### src/rtl/iram_loader_pkg.sv
// Shared constants for the IRAM loader: IRAM geometry, instruction width and FSM encoding.
package iram_loader_pkg;

    localparam int IRAM_ADDR_W = 8;
    localparam int IRAM_WORDS  = 128;
    localparam int IRAM_DATA_W = 16;
    localparam int BYTE_W      = 8;

    localparam logic [2:0] ST_IDLE  = 3'd0;
    localparam logic [2:0] ST_HI    = 3'd1;
    localparam logic [2:0] ST_LO    = 3'd2;
    localparam logic [2:0] ST_WRITE = 3'd3;
    localparam logic [2:0] ST_CHK   = 3'd4;

endpackage

### src/rtl/iram_loader_asm.sv
// Byte-pair assembler: captures the high byte, then completes the word on the low byte
// and raises a one-cycle word-ready strobe that doubles as the IRAM write enable.
module iram_loader_asm
    import iram_loader_pkg::*;
#(
    parameter int DATA_W = IRAM_DATA_W
) (
    input  logic              CLK,
    input  logic              RESET,
    input  logic              load_hi,
    input  logic              load_lo,
    input  logic [BYTE_W-1:0] in_byte,
    output logic [DATA_W-1:0] word,
    output logic              word_ready
);

    logic [BYTE_W-1:0] hi_reg;
    logic [DATA_W-1:0] word_reg;
    logic              ready_reg;

    always_ff @(posedge CLK) begin
        if (RESET) begin
            hi_reg    <= '0;
            word_reg  <= '0;
            ready_reg <= 1'b0;
        end else begin
            ready_reg <= load_lo;
            if (load_hi) begin
                hi_reg <= in_byte;
            end
            // Word output only changes once both bytes are in, so WDATA holds between writes
            if (load_lo) begin
                word_reg <= {hi_reg, in_byte};
            end
        end
    end

    assign word       = word_reg;
    assign word_ready = ready_reg;

endmodule

### src/rtl/iram_loader.sv
// Byte-stream to IRAM word loader; holds the CPU in reset during a load.
// Optional trailer checksum enabled by defining IRAM_LOADER_CHECKSUM_EN.
module iram_loader
    import iram_loader_pkg::*;
#(
    parameter int ADDR_W    = IRAM_ADDR_W,
    parameter int DATA_W    = IRAM_DATA_W,
    parameter int MAX_WORDS = IRAM_WORDS
) (
    input  logic              CLK,
    input  logic              RESET,
    input  logic              START,
    input  logic [ADDR_W-1:0] BASE_ADDR,
    input  logic [ADDR_W-1:0] WORD_COUNT,
    input  logic              IN_VALID,
    input  logic [BYTE_W-1:0] IN_DATA,
    output logic              IN_READY,
    output logic              WE,
    output logic [ADDR_W-1:0] WADDR,
    output logic [DATA_W-1:0] WDATA,
    output logic              CPU_HOLD,
    output logic              BUSY,
    output logic              DONE,
    output logic              ERROR
);

    localparam logic [ADDR_W:0] MAX_CNT = (ADDR_W + 1)'(MAX_WORDS);

    logic [2:0]        state_reg, state_next;
    logic [ADDR_W-1:0] addr_reg;
    logic [ADDR_W-1:0] count_reg;
    logic              done_reg;
    logic              error_reg;
    logic              accept;
    logic              acc_hi;
    logic              acc_lo;
    logic              last_word;
    logic              count_zero;
    logic              count_over;

    assign accept     = IN_VALID && IN_READY;
    assign acc_hi     = accept && (state_reg == ST_HI);
    assign acc_lo     = accept && (state_reg == ST_LO);
    assign last_word  = (count_reg == ADDR_W'(1));
    assign count_zero = (WORD_COUNT == '0);
    assign count_over = ({1'b0, WORD_COUNT} > MAX_CNT);

`ifdef IRAM_LOADER_CHECKSUM_EN
    logic [BYTE_W-1:0] sum_reg;
    logic [BYTE_W-1:0] chk_total;
    assign chk_total = sum_reg + IN_DATA;
    assign IN_READY  = (state_reg == ST_HI) || (state_reg == ST_LO) || (state_reg == ST_CHK);
`else
    assign IN_READY  = (state_reg == ST_HI) || (state_reg == ST_LO);
`endif

    always_comb begin
        state_next = state_reg;
        case (state_reg)
            ST_IDLE: begin
                if (START && !count_zero && !count_over) begin
                    state_next = ST_HI;
                end
            end
            ST_HI: begin
                if (accept) state_next = ST_LO;
            end
            ST_LO: begin
                if (accept) state_next = ST_WRITE;
            end
            ST_WRITE: begin
`ifdef IRAM_LOADER_CHECKSUM_EN
                state_next = last_word ? ST_CHK : ST_HI;
`else
                state_next = last_word ? ST_IDLE : ST_HI;
`endif
            end
`ifdef IRAM_LOADER_CHECKSUM_EN
            ST_CHK: begin
                if (accept) state_next = ST_IDLE;
            end
`endif
            default: state_next = ST_IDLE;
        endcase
    end

    always_ff @(posedge CLK) begin
        if (RESET) begin
            state_reg <= ST_IDLE;
            addr_reg  <= '0;
            count_reg <= '0;
            done_reg  <= 1'b0;
            error_reg <= 1'b0;
`ifdef IRAM_LOADER_CHECKSUM_EN
            sum_reg   <= '0;
`endif
        end else begin
            state_reg <= state_next;
            case (state_reg)
                ST_IDLE: begin
                    // Zero-length and oversize requests resolve immediately without leaving IDLE
                    if (START) begin
                        addr_reg  <= BASE_ADDR & ~ADDR_W'(1);
                        count_reg <= WORD_COUNT;
                        done_reg  <= count_zero;
                        error_reg <= count_over;
`ifdef IRAM_LOADER_CHECKSUM_EN
                        sum_reg   <= '0;
`endif
                    end
                end
                ST_WRITE: begin
                    addr_reg  <= addr_reg + ADDR_W'(2);
                    count_reg <= count_reg - ADDR_W'(1);
`ifndef IRAM_LOADER_CHECKSUM_EN
                    if (last_word) done_reg <= 1'b1;
`endif
                end
`ifdef IRAM_LOADER_CHECKSUM_EN
                ST_CHK: begin
                    if (accept) begin
                        done_reg  <= (chk_total == '0);
                        error_reg <= (chk_total != '0);
                    end
                end
`endif
                default: ;
            endcase
`ifdef IRAM_LOADER_CHECKSUM_EN
            if (acc_hi || acc_lo) begin
                sum_reg <= sum_reg + IN_DATA;
            end
`endif
        end
    end

    iram_loader_asm #(
        .DATA_W(DATA_W)
    ) u_asm (
        .CLK       (CLK),
        .RESET     (RESET),
        .load_hi   (acc_hi),
        .load_lo   (acc_lo),
        .in_byte   (IN_DATA),
        .word      (WDATA),
        .word_ready(WE)
    );

    assign WADDR    = addr_reg;
    assign BUSY     = (state_reg != ST_IDLE);
    assign CPU_HOLD = BUSY;
    assign DONE     = done_reg;
    assign ERROR    = error_reg;

endmodule

### config.mk
export PLATFORM = sky130hd
export DESIGN_NAME = iram_loader
export DESIGN_NICKNAME = d
export VERILOG_FILES = /design/src/rtl/iram_loader_pkg.sv /design/src/rtl/iram_loader_asm.sv /design/src/rtl/iram_loader.sv
export SDC_FILE = /design/constraint.sdc
export NUM_CORES = 1
export LEC_CHECK = 0
export CAP_MARGIN = 25
export CORE_ASPECT_RATIO = 0.9
export CORE_MARGIN = 2
export CORE_UTILIZATION = 42
export DETAILED_ROUTE_END_ITERATION = 8
export PLACE_DENSITY_LB_ADDON = 0.12
export RECOVER_POWER = 100
export SYNTH_ARGS = -nofsm -noshare
export SYNTH_HDL_FRONTEND = slang
export SYNTH_SLANG_ARGS = --single-unit
### constraint.sdc
create_clock -name CLK -period 3.3 [get_ports CLK]
set_input_delay 0.66 -clock CLK [delete_from_list [all_inputs] [get_ports CLK]]
set_output_delay 0.66 -clock CLK [all_outputs]
set_load 0.02 [all_outputs]
==> impl_metrics.py <==
metrics = {
    "power_and_ir_drop": {
        "peakVddDrop_v": 0.0005127,
        "finalPower_mw": 1.764,
        "p_leak_nw": 1.131,
        "powerDensity_mw_per_mm2": 635.8,
    },
    "synthesis": {
        "async_reset_ff_share_pct": 0,
        "syn_area_sq_mm": 0.002084,
        "syn_avg_cell_area_sq_um": 8.143,
        "synth_nets": 291,
        "ys_warn_count": 0,
        "synthFlopType": "dfxtp_1",
        "synthCells": 256,
        "seq_area_frac_synth_pct": 42.26,
        "yosys.cell_types.count": 42,
        "synth_edf_count": 0,
        "synth_seq_cells": 44,
    },
    "setup_path": {
        "r2r.worst_path.cells": 6,
        "critPathBufInv": 2,
        "crit_slowest_cell": "clkbuf_1",
        "path_depth": 6,
        "path_common_cell": "clkbuf_1",
        "crit_required_ns": 3.51,
        "worstPathCellList": "ha_1 -> clkbuf_1 -> mux2i_1 -> clkbuf_1 -> a21o_1 -> a221oi_1",
        "crit_type": "reg -> reg",
        "timing.rr.end": "count_reg[6]",
        "end_kind": "flop",
        "crit_path_start_kind": "flop",
        "startpoint": "state_reg[1]",
        "cp_top_family": "buffers and inverters",
        "reg2reg_slack_ns": 0.73,
        "rr_startpoint": "state_reg[1]",
        "critical_path_arrival_ns": 2.78,
        "cp-endpoint": "count_reg[6]",
        "max_stage_delay_ns": 0.90,
        "cp_max_fo": 29,
    },
    "clocking": {
        "cts_buffers": 5,
        "cts_resized": 0,
        "cts-root-buf": "clkbuf_8",
        "cts-hold-fix-buffers": 0,
        "clockBufferDepth": 2,
        "clk_pin_slew_ns": 0.09,
        "tritoncts": "yes",
        "htree_levels": 2,
        "clock_sinks": 44,
        "cts_setup_buffers": 0,
        "clock_latency_ns": 0.30,
    },
    "grt": {
        "grt-ovfl-total": 0,
        "grt_pass1_vias": 1796,
        "grt_use_total_pct": 18.13,
        "antenna_found_initial": 0,
        "grt_first_pass_wirelength_mm": 8.142,
        "grt_max_degree": 30,
    },
    "sta": {
        "fin_crit_sh_pct": 77.96,
        "setup_tns_ns": 0,
        "skew_ns": 0.005854,
        "rsz0062_at_grt": "false",
        "worstMarginPinSlew_ns": 1.222,
        "hold_violations": 0,
        "setup_violations": 0,
        "post-route-min-period_ns": 2.573,
        "holdWs_ns": 0.4545,
        "max_freq_mhz": 388.7,
        "drv_slew": 0,
        "slew_headroom_pct": 18.52,
    },
    "route": {
        "postRouteAntennaNets": 0,
        "route.detailed.drc": 0,
        "first_pass_iters": 5,
        "wl_per_cell_um": 12.80,
        "vias": 1935,
        "drt-total-wl_mm": 4.775,
        "avgViaCountPerCell": 5.188,
        "first_iter_violations": 76,
    },
    "floorplanning": {
        "ioPinCount": 58,
        "die_w_um": 78.26,
        "rows": 24,
        "fp.coreArea_sq_mm": 0.004805,
        "dieHeight_um": 70.84,
        "die_area_sq_mm": 0.005544,
        "start_util_pct": 43.39,
    },
    "finish": {
        "largest_reg_flops": 16,
        "fin_util_pct": 57.76,
        "syn_to_final_growth_pct": 33.13,
        "diodes": 0,
        "final_cell_mix": "dfxtp_1 (44), nand2_1 (44), dlygate4sd3_1 (32), a21oi_1 (30)",
        "final_nets": 342,
        "drive_gt1_share_pct": 5.844,
    },
    "min_path": {
        "min_path_type": "reg -> reg",
    },
    "flow_run": {
        "drv_cap": 0,
    },
    "placement": {
        "io_buffers": 55,
        "gp_congestion": 0.7799,
        "dp.final_hpwl_mm": 3.276,
    },
    "outcome": {
        "status": "complete, no violations",
    },
}
[kinds of logic after synthesis]
logic type / count (synthesis) / synth area share (%)
simple gates: 98 / 21.67
compound gates: 71 / 21.37
flops: 44 / 42.26
buf+inv: 24 / 5.041
mux: 11 / 5.282
fa+ha+maj: 7 / 4.201
other cells: 1 / 0.1799
[worst min-delay path, stage by stage (launching register included)]
cell     delay, ns
dfxtp_1       0.31
nand2_1       0.05
a21oi_1       0.05
[per-layer routing]
layer	share of wire (%)	wire length, um	global-route usage [%]
met1	50	2364	25.26
met2	44	2086	26.82
met3	5.5	265	5.485
met4	1.2	59	6.238
met5	0	0	0
[synthesized netlist by cell type (all sizes together), types with 2 or more instances]
library cell	n	area (sq um)
a211oi	5	37.54
a21o	4	30.03
a21oi	30	150.1
a221oi	4	41.29
a31oi	3	18.77
buf	12	60.05
clkbuf	4	15.01
dfxtp	44	880.8
ha	7	87.58
inv	8	30.03
mux2i	11	110.1
nand2	44	165.2
nand2b	2	12.51
nand3	3	15.01
nor2	23	86.33
nor2b	7	43.79
nor3	6	35.03
nor3b	2	15.01
nor4	4	25.02
o21a	2	15.01
o21ai	15	78.83
o22ai	2	12.51
[through the flow]
step / worst slack, ns / instances / area, sq um
after floorplan: 1.612 / 256 / 2085
after global placement: 0.9313 / 365 / 2679
after detailed placement: 0.9632 / 365 / 2679
after CTS: 0.8416 / 373 / 2790
after global routing: 0.5305 / 373 / 2775
final: 0.7272 / 373 / 2775
[worst min-delay path by stage]
stage / from / cells past startpoint / to / slack (ns)
final: u_asm.word[7] / 2 / u_asm.word[7] / 0.45
after global routing: u_asm.word[9] / 2 / u_asm.word[9] / 0.48
after CTS: u_asm.word[7] / 2 / u_asm.word[7] / 0.46
after detailed placement: u_asm.hi_reg[2] / 2 / u_asm.word[10] / 0.45
after global placement: u_asm.hi_reg[7] / 2 / u_asm.word[15] / 0.44
after floorplan: u_asm.hi_reg[2] / 2 / u_asm.word[10] / 0.43
[power by group]
group	internal (mW)	leakage [nW]	switching [mW]
logic	0.291	0.719	0.388
clock network	0.224	0.0541	0.191
registers	0.605	0.358	0.0654
[layout make-up]
type                            count  area, sq um
Clock inverter                      3        42.54
Clock buffer                        5        68.82
Sequential cell                    44        880.8
Tap cell                           65        81.33
Fill cell                         469         2029
Timing Repair Buffer               60        580.6
Multi-Input combinational cell    188         1091
Inverter                            8        30.03
Power figures use the tool's default switching activity.
==> RTL change 1: new RTL, same flow settings <==
Set the package constant `IRAM_ADDR_W` to 9 (it was 8).
--- a/src/rtl/iram_loader_pkg.sv
+++ b/src/rtl/iram_loader_pkg.sv
@@ -1,7 +1,7 @@
 // Shared constants for the IRAM loader: IRAM geometry, instruction width and FSM encoding.
 package iram_loader_pkg;
 
-    localparam int IRAM_ADDR_W = 8;
+    localparam int IRAM_ADDR_W = 9;
     localparam int IRAM_WORDS  = 128;
     localparam int IRAM_DATA_W = 16;
     localparam int BYTE_W      = 8;
Ports: changed (resized BASE_ADDR, WADDR and WORD_COUNT); port bits go from 58 to 61. The function was not compared with the original's and may differ.
==> RTL change 1 against the unedited design <==
Die area up 4.4%; power down 3.2%; largest power group is now sequential cells; design area up 4.8%; routed wire length up 3.9%; utilization up 1.3 points; critical path depth unchanged; setup slack worse by 0.069 ns; area after synthesis up 4.7%; global-route usage down 0.37 points; clock power up 20%; combinational power down 22%; sequential cell count up 2.
==> RTL change 1: results (changes against the unedited design) <==
[sta]
fin_skew_ns = 0.00867  ; +0.00281 ns
relSlewSlack_pct = 44.4  ; +26 points

[logic_synthesis]
synth.distinct_cells = 45  ; +7.1%
async_reset_ff_share_pct = 0  ; unchanged
netlist_top_cells_area = dfxtp_1 (42%), nand2_1 (8.1%), a21oi_1 (7.1%)
yosysSeqAreaShare_pct = 42.2  ; -0.055 points
synth_nets = 302  ; +3.8%
netlist_instances = 265  ; +3.5%
synthTopCellsByCount = nand2_1 (47), dfxtp_1 (46), a21oi_1 (31)

[routing]
dr.pass1.iters = 4  ; -1
drt_iter0_drc = 144  ; +89%
vias = 2038  ; +5.3%
wirelength_um = 4960  ; +3.9%

[global_routing]
grt_pass1_wl_um = 8330  ; +2.3%
grt_max_degree = 48  ; +60%
grt_pass1_vias = 1848  ; +2.9%
antenna_found_initial = 0  ; unchanged
track_usage_pct = 17.8  ; -0.37 points

[clock_tree]
cts_resized = 0  ; unchanged
cts_buffer_depth = 2  ; unchanged
clock-root-buffer = clkbuf_8

[placement]
placed_cells = 374  ; +2.5%
hpwl_um = 3330  ; +1.5%
place.gp.congestion = 0.799  ; +2.5%
port_buffers = 58  ; +5.5%

[cells_and_area]
final_nets = 353  ; +3.2%
drive_gt1_share_pct = 5.05  ; -0.80 points
largest_reg_flops = 16  ; unchanged
fin_cells = 382  ; +2.4%
n_fill_cell = 473  ; +0.85%

[pwr]
peakVddDrop_mv = 0.307  ; -40%
leakagePower_nw = 1.20  ; +6.0%

[worst_setup_path]
crit_start = WORD_COUNT[3]
arrival_ns = 2.81  ; +0.03 ns
slowest_stage = or4_1
critPathMaxStageDelay_ns = 0.59  ; -0.31 ns
path_max_fanout = 3  ; -90%

[status]
status = complete, no violations

[min_path]
worstHoldStart = u_asm.word[15]

-- RTL change 1: kinds of logic (layout without fill, tap and decap cells) --
logic type	Yosys count	in the layout	synth area share, %
other	1	1	0.172
and+or+nand+nor	98	98	20.7
adders and majority gates	7	7	4.01
DFF	46	46	42.2
muxes	10	10	4.59
buffers and inverters	24	76	5.10
AOI/OAI and AO/OA	79	79	23.2
-- RTL change 1: metal layers --
layer | GRT usage, % | routed length [um] | share of wire (%)
met2 | 29.0 | 2230 | 45
met3 | 4.48 | 247 | 5.0
met4 | 4.71 | 39 | 0.79
met1 | 23.5 | 2440 | 49
met5 | 0 | 0 | 0
-- RTL change 1: layout make-up --
cell class,instances,area share (%)
clock inverter,3,2.37
inverter,7,0.904
clock buffer,5,2.37
timing repair buffer,61,20.7
multi-input combinational,195,39.2
sequential,46,31.7
tap,65,2.80
-- RTL change 1: stage by stage --
step	cell area (um^2)	setup WS, ns	hold WS (ns)
floorplan	2180	1.17	0.432
global placement	2780	0.640	0.437
detailed placement	2780	0.602	0.448
CTS	2920	0.868	0.461
global route	2910	0.541	0.478
finish	2910	0.659	0.454
-- RTL change 1: worst max-delay path: cells and delay by family --
kind | cells | cell delay [ns]
AOI/OAI and AO/OA | 1 | 0.34
muxes | 1 | 0.23
and+or+nand+nor | 3 | 1.03
buffers and inverters | 1 | 0.55
-- RTL change 1: power by group --
group	switching, W	internal, W
Sequential	0.0000565	0.000618
Clock	0.000197	0.000303
Combinational	0.000300	0.000233
Total	0.000553	0.00115
-- RTL change 1: final timing paths --
check	to	slack, ns	cells after the start
max	state_reg[1]	0.66	6
min	u_asm.word[15]	0.45	2
max reg2reg	count_reg[0]	1.02	7
min reg2reg	u_asm.word[15]	0.45	2
==> RTL change 2: new RTL, config.mk and constraints unchanged <==
Without the edit above. Reset style: asynchronous (`RESET`), changed in 2 clocked blocks.
--- a/src/rtl/iram_loader_asm.sv
+++ b/src/rtl/iram_loader_asm.sv
@@ -18,7 +18,7 @@
     logic [DATA_W-1:0] word_reg;
     logic              ready_reg;
 
-    always_ff @(posedge CLK) begin
+    always_ff @(posedge CLK or posedge RESET) begin
         if (RESET) begin
             hi_reg    <= '0;
             word_reg  <= '0;
--- a/src/rtl/iram_loader.sv
+++ b/src/rtl/iram_loader.sv
@@ -84,7 +84,7 @@
         endcase
     end
 
-    always_ff @(posedge CLK) begin
+    always_ff @(posedge CLK or posedge RESET) begin
         if (RESET) begin
             state_reg <= ST_IDLE;
             addr_reg  <= '0;
Behaviour: differs if RESET is asserted again (counterexample within 4 cycles, from zero or initial values and one cycle with RESET high); with RESET held inactive, the same outputs for 10 cycles.
==> RTL change 2 against the unedited design <==
Non-clock buffer count decreased by 2; critical path depth fell by 2; area after synthesis up 1.9%; via count decreased by 16%; sequential cell count stayed put; die area up 1.8%; routed wire length fell by 8.0%; fmax rose by 3.6%; design area rose by 2.1%; setup slack improved by 0.090 ns; highest routed layer unchanged.
Power is not compared: it rests on default switching activity, and its combinational part moved more than twofold at a synthesized area within 25%.
==> RTL change 2: results (changes against the unedited design) <==
[status]
status = complete, no violations

[routing]
viasPerCell = 5.25  ; +1.2%
routedWlPerCell_um = 14.2  ; +11%
dr.pass1.iters = 4  ; -1

[sta]
relSlewSlack_pct = 39.4  ; +21 points
timing.final.ws_setup_ns = 0.817  ; +0.0902 ns
fin_skew_ns = 0.00375  ; -0.00210 ns
hold_ws_ns = 0.498  ; +0.0433 ns

[logic_synthesis]
netlist_top_cells_area = dfrtp_1 (52%), mux2_2 (13%), ha_1 (4.1%)
synth_fa_ha_area_share_pct = 4.12  ; -0.079 points
syn_area_per_cell_um2 = 11.4  ; +40%
synth_compound_gate_area_share_pct = 16.4  ; -4.9 points
async_reset_ff_share_pct = 100  ; +100 points
synthTopCellsByCount = dfrtp_1 (44), mux2_2 (25), a21oi_1 (16)
synth_mux_area_share_pct = 15.4  ; +10 points

[placement]
hpwl_um = 3150  ; -3.8%
placedInstanceArea_um2 = 2740  ; +2.3%
dp_slack_ns = 0.750  ; -0.213 ns

[worst_setup_path]
reg2reg_to = WADDR[4]
r2r_start = state_reg[1]
reg2reg_slack_ns = 0.95  ; +0.22 ns
crit_end = BUSY
crit_start = state_reg[0]
critPathMaxStageDelay_ns = 0.68  ; -0.22 ns

[cells_and_area]
clk_share_pct = 4.55  ; +0.54 points
nNonClkInverters = 10  ; +2
multi_input_area_um2 = 918  ; -16%
fin_cells = 309  ; -17%
signal_buffers = 58  ; -3.3%
drive_gt1_share_pct = 13.5  ; +7.7 points
sh_seq_area_pct = 38.9  ; +7.1 points
multi_input_area_share_pct = 32.4  ; -6.9 points
final_nets = 279  ; -18%

[global_routing]
track_usage_pct = 16.5  ; -1.6 points
grt_pass1_vias = 1576  ; -12%
grt_pass1_wl_um = 7300  ; -10%

[min_path]
min_to = ERROR

[floorplanning]
dieWidth_um = 79.0  ; +0.91%

## RTL change 2: cell count changes after synthesis, sizes merged, moves of 4 or more
cell	change
nand2	-36
a21oi	-14
nor3	-5
dfxtp	-44
nor2b	-5
nor2	-15
a21o	-4
a221oi	-4
dfrtp	+44
mux2i	-8
mux2	+26
buf	-9
## RTL change 2: routing by layer
| layer | global-route usage (%) | routed length, um |
|---|---|---|
| met3 | 4.03 | 266 |
| met4 | 6.32 | 65 |
| met1 | 24.3 | 2200 |
| met2 | 23.6 | 1860 |
| met5 | 0 | 0 |
## RTL change 2: power breakdown
| part | total (W) | switching (W) | internal (W) |
|---|---|---|---|
| sequential | 0.000996 | 0.000179 | 0.000817 |
| combinational | 0.00150 | 0.000796 | 0.000703 |
| clock | 0.000479 | 0.000181 | 0.000298 |
| total | 0.00297 | 0.00116 | 0.00182 |
## RTL change 2: worst min-delay path, delay by kind of cell, from the launching register on
family	cells	cell delay (ns)
flops	1	0.35
compound gates	1	0.07
simple gates	1	0.04
